### config.mk
export PLATFORM = sky130hd
export DESIGN_NAME = detector_jogada
export DESIGN_NICKNAME = d
export VERILOG_FILES = /design/src/rtl/detector_jogada.sv
export SDC_FILE = /design/constraint.sdc
export NUM_CORES = 1
export LEC_CHECK = 0
export CAP_MARGIN = 40
export CORE_ASPECT_RATIO = 1.2
export CORE_UTILIZATION = 48
export CTS_CLUSTER_DIAMETER = 200
export CTS_CLUSTER_SIZE = 12
export DETAILED_ROUTE_END_ITERATION = 10
export GPL_TIMING_DRIVEN = 1
export MAX_ROUTING_LAYER = met4
export PLACE_DENSITY = 0.75
export SLEW_MARGIN = 20
export SYNTH_ARGS = -nofsm -noshare
export SYNTH_HDL_FRONTEND = slang
export SYNTH_SLANG_ARGS = --single-unit
export TNS_END_PERCENT = 10
### constraint.sdc
create_clock -name clock -period 1.9 [get_ports clock]
set_clock_uncertainty 0.2 [all_clocks]
set_input_delay 0.19 -clock clock [delete_from_list [all_inputs] [get_ports clock]]
set_output_delay 0.19 -clock clock [all_outputs]
set_load 0.01 [all_outputs]
### src/rtl/detector_jogada.sv
// Debounces the answer keys, latches the accepted key code and emits a one-cycle
// fez_jogada pulse; re-arms only after the keys have been fully released.
module detector_jogada #(
   parameter int unsigned N_CHAVES        = 4,
   parameter int unsigned DEBOUNCE_CICLOS = 1000
) (
   input  logic                clock,
   input  logic                reset_n,
   input  logic                habilita,
   input  logic                limpa,
   input  logic [N_CHAVES-1:0] chaves,
   output logic                fez_jogada,
   output logic [N_CHAVES-1:0] jogada,
   output logic                jogada_invalida,
   output logic [2:0]          db_estado
);

   localparam int unsigned CW = $clog2(DEBOUNCE_CICLOS);
   localparam logic [CW-1:0] CNT_MAX = CW'(DEBOUNCE_CICLOS - 1);

   localparam logic [2:0] OCIOSO        = 3'd0;
   localparam logic [2:0] ESTABILIZA    = 3'd1;
   localparam logic [2:0] PULSO         = 3'd2;
   localparam logic [2:0] ESPERA_SOLTAR = 3'd3;

   logic [2:0]          estado_q, estado_d;
   logic [CW-1:0]       cnt_q, cnt_d;
   logic [N_CHAVES-1:0] amostra_q, amostra_d;
   logic [N_CHAVES-1:0] jogada_q, jogada_d;
   logic                invalida_q, invalida_d;
   logic                fez_q, fez_d;
   logic                um_bit;

   // Exactly one key pressed: nonzero and a power of two.
   assign um_bit = (amostra_q != '0) &&
                   ((amostra_q & (amostra_q - N_CHAVES'(1))) == '0);

   always_ff @(posedge clock or negedge reset_n) begin
      if (!reset_n) begin
         estado_q   <= OCIOSO;
         cnt_q      <= '0;
         amostra_q  <= '0;
         jogada_q   <= '0;
         invalida_q <= 1'b0;
         fez_q      <= 1'b0;
      end else begin
         estado_q   <= estado_d;
         cnt_q      <= cnt_d;
         amostra_q  <= amostra_d;
         jogada_q   <= jogada_d;
         invalida_q <= invalida_d;
         fez_q      <= fez_d;
      end
   end

   always_comb begin
      estado_d   = estado_q;
      cnt_d      = cnt_q;
      amostra_d  = amostra_q;
      jogada_d   = jogada_q;
      invalida_d = invalida_q;

      case (estado_q)
         OCIOSO: begin
            if (habilita && (chaves != '0)) begin
               amostra_d = chaves;
               cnt_d     = '0;
               estado_d  = ESTABILIZA;
            end
         end
         ESTABILIZA: begin
            // Any bounce, key-set change or loss of habilita abandons the press.
            if (!habilita || (chaves != amostra_q)) begin
               estado_d = OCIOSO;
            end else if (cnt_q == CNT_MAX) begin
               jogada_d   = amostra_q;
               invalida_d = !um_bit;
               estado_d   = PULSO;
            end else begin
               cnt_d = cnt_q + CW'(1);
            end
         end
         PULSO: begin
            cnt_d    = '0;
            estado_d = ESPERA_SOLTAR;
         end
         ESPERA_SOLTAR: begin
            if (chaves != '0) begin
               cnt_d = '0;
            end else if (cnt_q == CNT_MAX) begin
               estado_d = OCIOSO;
            end else begin
               cnt_d = cnt_q + CW'(1);
            end
         end
         default: begin
            estado_d = OCIOSO;
         end
      endcase

      // Clear wins over a latch in the same cycle.
      if (limpa) begin
         jogada_d   = '0;
         invalida_d = 1'b0;
      end

      fez_d = (estado_d == PULSO);
   end

   assign fez_jogada      = fez_q;
   assign jogada          = jogada_q;
   assign jogada_invalida = invalida_q;
   assign db_estado       = estado_q;

endmodule

==> results of run 1 <==
## synthesized netlist by cell type (all sizes together) (2+ instances only)
cell type,instances
dfrtp,23
nor3,4
nor4,2
a31oi,2
o31ai,4
buf,3
a22o,2
and3,2
inv,4
a21oi,2
mux2,5
and2,4
nand2,7
nor2,11
or3,2
xor2,4
o21ai,11
nand3,5
mux2i,5
o41ai,3
a31o,3
## what timing repair did
action	4_1_cts	5_1_grt
pin swaps	7	7
buffers inserted	1	2
resized for setup	15	10
endpoints found under the setup margin	19	17
cloned	0	0
## logic make-up (layout without fill, tap and decap cells)
family | Yosys count | after routing | synth area share (%)
xor gates and xnor gates | 5 | 5 | 3.50
AOI/OAI and AO/OA | 32 | 32 | 20.3
muxes | 10 | 10 | 8.50
and+or+nand+nor | 42 | 42 | 18.0
DFF | 23 | 23 | 46.0
other | 1 | 1 | 0.300
buffers and inverters | 7 | 59 | 2.40
adders and majority gates | 1 | 1 | 1.00
## per-stage QoR
stage	power [mW]	setup TNS, ns	area (um2)	hold WS [ns]	utilization [%]
floorplan	0.648	-0.770	1260	-0.306	-
global placement	0.767	-7.20	1680	0.303	70.7
detailed placement	0.777	-7.61	1680	0.307	70.7
CTS	1.02	-0.0854	1780	0.00858	74.9
global route	1.07	-0.996	1830	0.0185	77.1
finish	1.02	-0.231	1830	0.00769	77.1
## layout make-up
class | instances | area share, %
clock buffer | 3 | 1.23
clock inverter | 1 | 0.273
inverter | 4 | 0.820
multi-input combinational | 91 | 40.8
tap | 31 | 2.12
sequential | 23 | 31.4
timing repair buffer | 51 | 23.3
## power groups by stage
| stage | combinational (mW) | clock [mW] | sequential (mW) |
|---|---|---|---|
| 2_1_floorplan | 0.101 | 0 | 0.547 |
| 3_3_place_gp | 0.233 | 0 | 0.534 |
| 3_5_place_dp | 0.241 | 0 | 0.537 |
| 4_1_cts | 0.253 | 0.242 | 0.527 |
| 5_1_grt | 0.276 | 0.261 | 0.530 |
| 6_report | 0.257 | 0.231 | 0.527 |
## sequential cells by signal, indices dropped and copies added, names as in the netlist
register / flops
jogada: 4
fez_jogada: 1
amostra_q: 4
cnt_q: 10
jogada_invalida: 1
db_estado: 3
## worst register-to-register path: stages, from the launching register on
cell	delay, ns
dfrtp_1	0.41
nand4bb_4	0.25
nor4_4	0.35
and4_1	0.26
buf_6	0.14
mux2i_1	0.19
nor2_1	0.07
## worst min-delay path by stage
stage	start	to	cells after the start
floorplan	reset_n	amostra_q[0]	0
global route	reset_n	amostra_q[0]	2
global placement	jogada[2]	jogada[2]	2
CTS	reset_n	amostra_q[1]	2
detailed placement	cnt_q[8]	cnt_q[8]	1
finish	reset_n	amostra_q[1]	2
## layer usage
metal  wire, um  global-route usage [%]
met1       1380                    29.3
met3        123                    3.94
met4         76                    18.5
met2       1620                    43.1
met5          0                       -
## placed cells by master, fill, tap and decap left out, types with 5 or more instances in the layout
cell type        count
nand2_1              6
dfrtp_1             23
mux2i_1              5
mux2_2               5
nor2_1              11
buf_4               33
o21ai_0              6
clkdlybuf4s50_1     13
==> impl_metrics.yaml, run 1 <==
logic_synthesis:
  synth_seq_cells: 23
  mappedNetlistArea_um2: 1250
  ys_seq_area_share_pct: 46.0
  ys_types: 39
  synth_area_leaders: "dfrtp_1, mux2_2, mux2i_1, o21ai_0, nor2_1"
  ys.flop_type: "dfrtp_1"
  syn_nets: 130
  synthCells: 121
  avgSynthCellArea_um2: 10.3
  synth_top_area_share_pct: 46.0
  synth-edff-count: 0
  synthArstFlopShare_pct: 100
  synth_warnings: 0
  synth_largest_area_cell: "dfrtp_1"
cells_and_area:
  layout-drive-gt1-share_pct: 38.2
  antenna_cells: 0
  layout.cells.non_filler: 204
  syn_to_final_growth_pct: 46.4
  regArea_um2: 576
  nets: 183
  multi_input_area_um2: 748
  fillers: 154
worst_setup_path:
  endpoint_kind: "flip-flop"
  path_cells: "nand4bb_4 > nor4_4 > and4_1 > buf_6 > mux2i_1 > nor2_1"
  startpoint_type: "flip-flop"
  path_depth: 6
  path_max_fanout: 6
  critPathLaunch: "cnt_q[4]"
  critPathMaxStageDelay_ns: 0.41
  path_class: "reg2reg"
  worst-path-buf-inv: 1
  worstPathRequired_ns: 1.92
  reg2reg_slack_ns: -0.06
  critPathSlowestCell: "dfrtp_1"
  r2r-end: "jogada[2]"
  r2r_start: "cnt_q[4]"
  ff2ff_path_depth: 6
  critical-path-top-delay-family: "simple AND/OR/NAND/NOR gates"
  cp_data_arrival_time_ns: 1.98
  critPathCapture: "jogada[2]"
die:
  fp.coreArea_um2: 2380
  start_util_pct: 52.6
  die_area_um2: 2820
  dieHeight_um: 57.9
  io_pins: 17
  rows: 19
  fp.dieW_um: 48.6
clock_network:
  cts_buffers: 3
  hold_buffers: 0
  clkLatencyLatePin_ns: 0.32
  cts_max_path_buffers: 2
  clockRootBuffer: "clkbuf_4"
  cts_tree: "yes"
  cts_sinks: 23
  clk_pin_slew_ns: 0.13
  htreeDepth: 1
sta:
  finalMaxSlewViolations: 0
  final.period_utilization_pct: 103
  hold_viol: 0
  rsz0062_at_grt: "yes"
  worst_slack_ns: -0.0570
  setup-violations-final: 7
  fmax_mhz: 511
  fin_crit_ns: 1.96
power:
  p_leak_nw: 0.794
  power.share.sequential_pct: 51.9
  switching_share_pct: 28.7
  powerDensity_nw_per_um2: 554
  p_switching_mw: 0.291
  internal-power_mw: 0.724
  combPwrFrac_pct: 25.3
  ir_worst_vdd_uv: 467
  p_clk_share_pct: 22.7
drt:
  drc: 0
  wl_mm: 3.20
  ant_nets: 0
  vias: 1179
  viasPerCell: 5.78
  detailedRoute.firstPassIterationCount: 4
  drtIter0Drc: 18
  wire_per_inst_um: 15.7
run:
  cap_violations: 0
grt:
  grt_max_degree: 24
  grt_antenna_before_repair: 0
  gr-total-overflow: 0
  grt_pass1_vias: 1234
  grt_pass1_wl_mm: 5.40
  grt_usage_pct: 26.2
outcome:
  status: "finished with violations"
  violations: "negative setup slack"
placement:
  dp_cells: 197
  hpwl_mm: 2.16
  place.gp.congestion: 0.873
  dp_slack_ns: -0.509
  numPortBuffers: 16
min_path:
  min-delay-path-class: "in2async"
No activity file was read; power rests on OpenSTA's default activity.
==> run 2: changes to the inputs <==
--- a/config.mk
+++ b/config.mk
@@ -6,10 +6,9 @@
 export NUM_CORES = 1
 export LEC_CHECK = 0
 export CAP_MARGIN = 40
-export CORE_ASPECT_RATIO = 1.2
 export CORE_UTILIZATION = 48
 export CTS_CLUSTER_DIAMETER = 200
-export CTS_CLUSTER_SIZE = 12
+export CTS_CLUSTER_SIZE = 28
 export DETAILED_ROUTE_END_ITERATION = 10
 export GPL_TIMING_DRIVEN = 1
 export MAX_ROUTING_LAYER = met4
==> run 2 against run 1 <==
The flow finishes with violations (negative hold slack, negative setup slack); via count up 1.0%; core utilization decreased by 2.1 points; combinational power about the same; maximum frequency is 0.79% higher; setup slack improved by 0.015 ns; wire length is 4.0% higher; design area grew 1.4%; count of clock-buffer cells in the layout stayed put; worst hold slack worse by 0.011 ns; total power is 0.92% higher; clock power is 3% higher; sequential cell count did not move.
==> impl_metrics.yaml, run 2 (synthesis results as in run 1) <==
outcome:
  status: "finished with violations"
  violations: "negative hold slack, negative setup slack"
clock_network:
  clkLatencyLatePin_ns: 0.32
  hold_buffers: 0
  cts_max_path_buffers: 2
  clockRootBuffer: "clkbuf_4"
  cts_tree: "yes"
  htreeDepth: 1
  cts_buffers: 3
  clk_pin_slew_ns: 0.14
  cts_sinks: 23
power:
  power_mw: 1.02
  ir_worst_vdd_uv: 565
  p_leak_nw: 0.808
  powerDensity_nw_per_um2: 552
cells_and_area:
  antenna_cells: 0
  regMostFlops: "cnt_q"
  final_common_cell: "buf_4"
  layout.cells.non_filler: 204
  final_cell_mix: "buf_4, dfrtp_1, clkdlybuf4s50_1"
  layout-drive-gt1-share_pct: 40.2
  fin_area_um2: 1860
  nets: 184
  syn_to_final_growth_pct: 48.4
  largest_register_ffs: 10
grt:
  grt_max_degree: 24
  grt_antenna_before_repair: 0
  grt_pass1_vias: 1173
  grt_pass1_wl_mm: 5.12
  grt_usage_pct: 26.3
  gr-total-overflow: 0
sta:
  hold_viol: 2
  fin_crit_ns: 1.94
  worst_slack_ns: -0.0417
  setup-violations-final: 6
  fmax_mhz: 515
  final.period_utilization_pct: 102
  rsz0062_at_grt: "yes"
  finalMaxSlewViolations: 0
  holdWs_ns: -0.00345
worst_setup_path:
  endpoint_kind: "flip-flop"
  path_cells: "nand4bb_4 > nor4_4 > and4_1 > buf_6 > mux2i_1 > nor2_1"
  path_class: "reg2reg"
  startpoint_type: "flip-flop"
  reg2reg_slack_ns: -0.04
  path_max_fanout: 6
  critPathSlowestCell: "dfrtp_1"
  critPathMaxStageDelay_ns: 0.40
  cp_data_arrival_time_ns: 1.97
  worstPathRequired_ns: 1.93
placement:
  numPortBuffers: 16
  dp_slack_ns: -0.510
  hpwl_mm: 2.28
  place.gp.congestion: 0.904
  place_area_um2: 1690
  dp_cells: 197
drt:
  detailedRoute.firstPassIterationCount: 4
  ant_nets: 0
  wl_mm: 3.33
  vias: 1191
  drtIter0Drc: 25
  wire_per_inst_um: 16.3
  drc: 0
  viasPerCell: 5.84
die:
  die_area_um2: 2810
  fp.dieW_um: 53.1
  start_util_pct: 50.5
  fp.coreArea_um2: 2480
  io_pins: 17
  dieHeight_um: 53.1
  rows: 18
min_path:
  min-delay-path-class: "in2async"
run:
  cap_violations: 0
-- run 2: cell types whose count changed in the layout (fill, tap and decap cells not counted), sizes merged --
cell,delta
buf,+1
clkdlybuf4s50,-1
dlygate4sd2,+1
-- run 2: worst max-delay path: cells and delay by family, from the launching register on --
| kind | cells | cell delay (ns) |
|---|---|---|
| buffers and inverters | 1 | 0.15 |
| flip-flops | 1 | 0.40 |
| multiplexers | 1 | 0.19 |
| AND/OR/NAND/NOR | 4 | 0.92 |
-- run 2: worst paths after layout --
path / from / to / depth (start not counted)
setup / recovery: cnt_q[4] / jogada[3] / 6
hold / removal: reset_n / db_estado[1] / 2
setup reg to reg: cnt_q[4] / jogada[3] / 6
hold reg to reg: jogada[1] / jogada[1] / 2
max in group asynchronous: reset_n / cnt_q[2] / 2
min in group clock: chaves[3] / amostra_q[3] / 3
-- run 2: report_power, final --
| group | internal (mW) | switching, mW |
|---|---|---|
| Sequential | 0.511 | 0.0176 |
| Clock | 0.0787 | 0.159 |
| Combinational | 0.132 | 0.127 |
| Total | 0.721 | 0.303 |
-- run 2: metrics by stage --
| stage | util [%] | setup TNS (ns) |
|---|---|---|
| 2_1_floorplan | - | -0.770 |
| 3_3_place_gp | 68.1 | -6.53 |
| 3_5_place_dp | 68.1 | -7.12 |
| 4_1_cts | 71.3 | -0.0334 |
| 5_1_grt | 74.9 | -1.22 |
| 6_report | 74.9 | -0.155 |
-- run 2: layout make-up --
type / instances / area (um2)
Clock buffer: 3 / 22.5
Clock inverter: 1 / 5.00
Timing Repair Buffer: 52 / 437
Inverter: 4 / 15.0
Fill cell: 152 / 621
Tap cell: 30 / 37.5
Multi-Input combinational cell: 91 / 764
Sequential cell: 23 / 576
-- run 2: routing by layer --
metal / track usage, % / up-vias / share of wire [%] / wire length, um
met2: 44.3 / 33 / 51 / 1710
met5: - / - / 0 / 0
met1: 31.8 / 592 / 44 / 1480
met4: 9.21 / 0 / 1.1 / 36
li1: - / 560 / - / -
met3: 4.31 / 6 / 3.2 / 106
-- run 2: what timing repair did --
item                       in CTS  in global routing
gates resized for setup        16                 14
pin swaps                       7                 10
setup buffers                   1                  2
setup endpoints to repair      16                 17
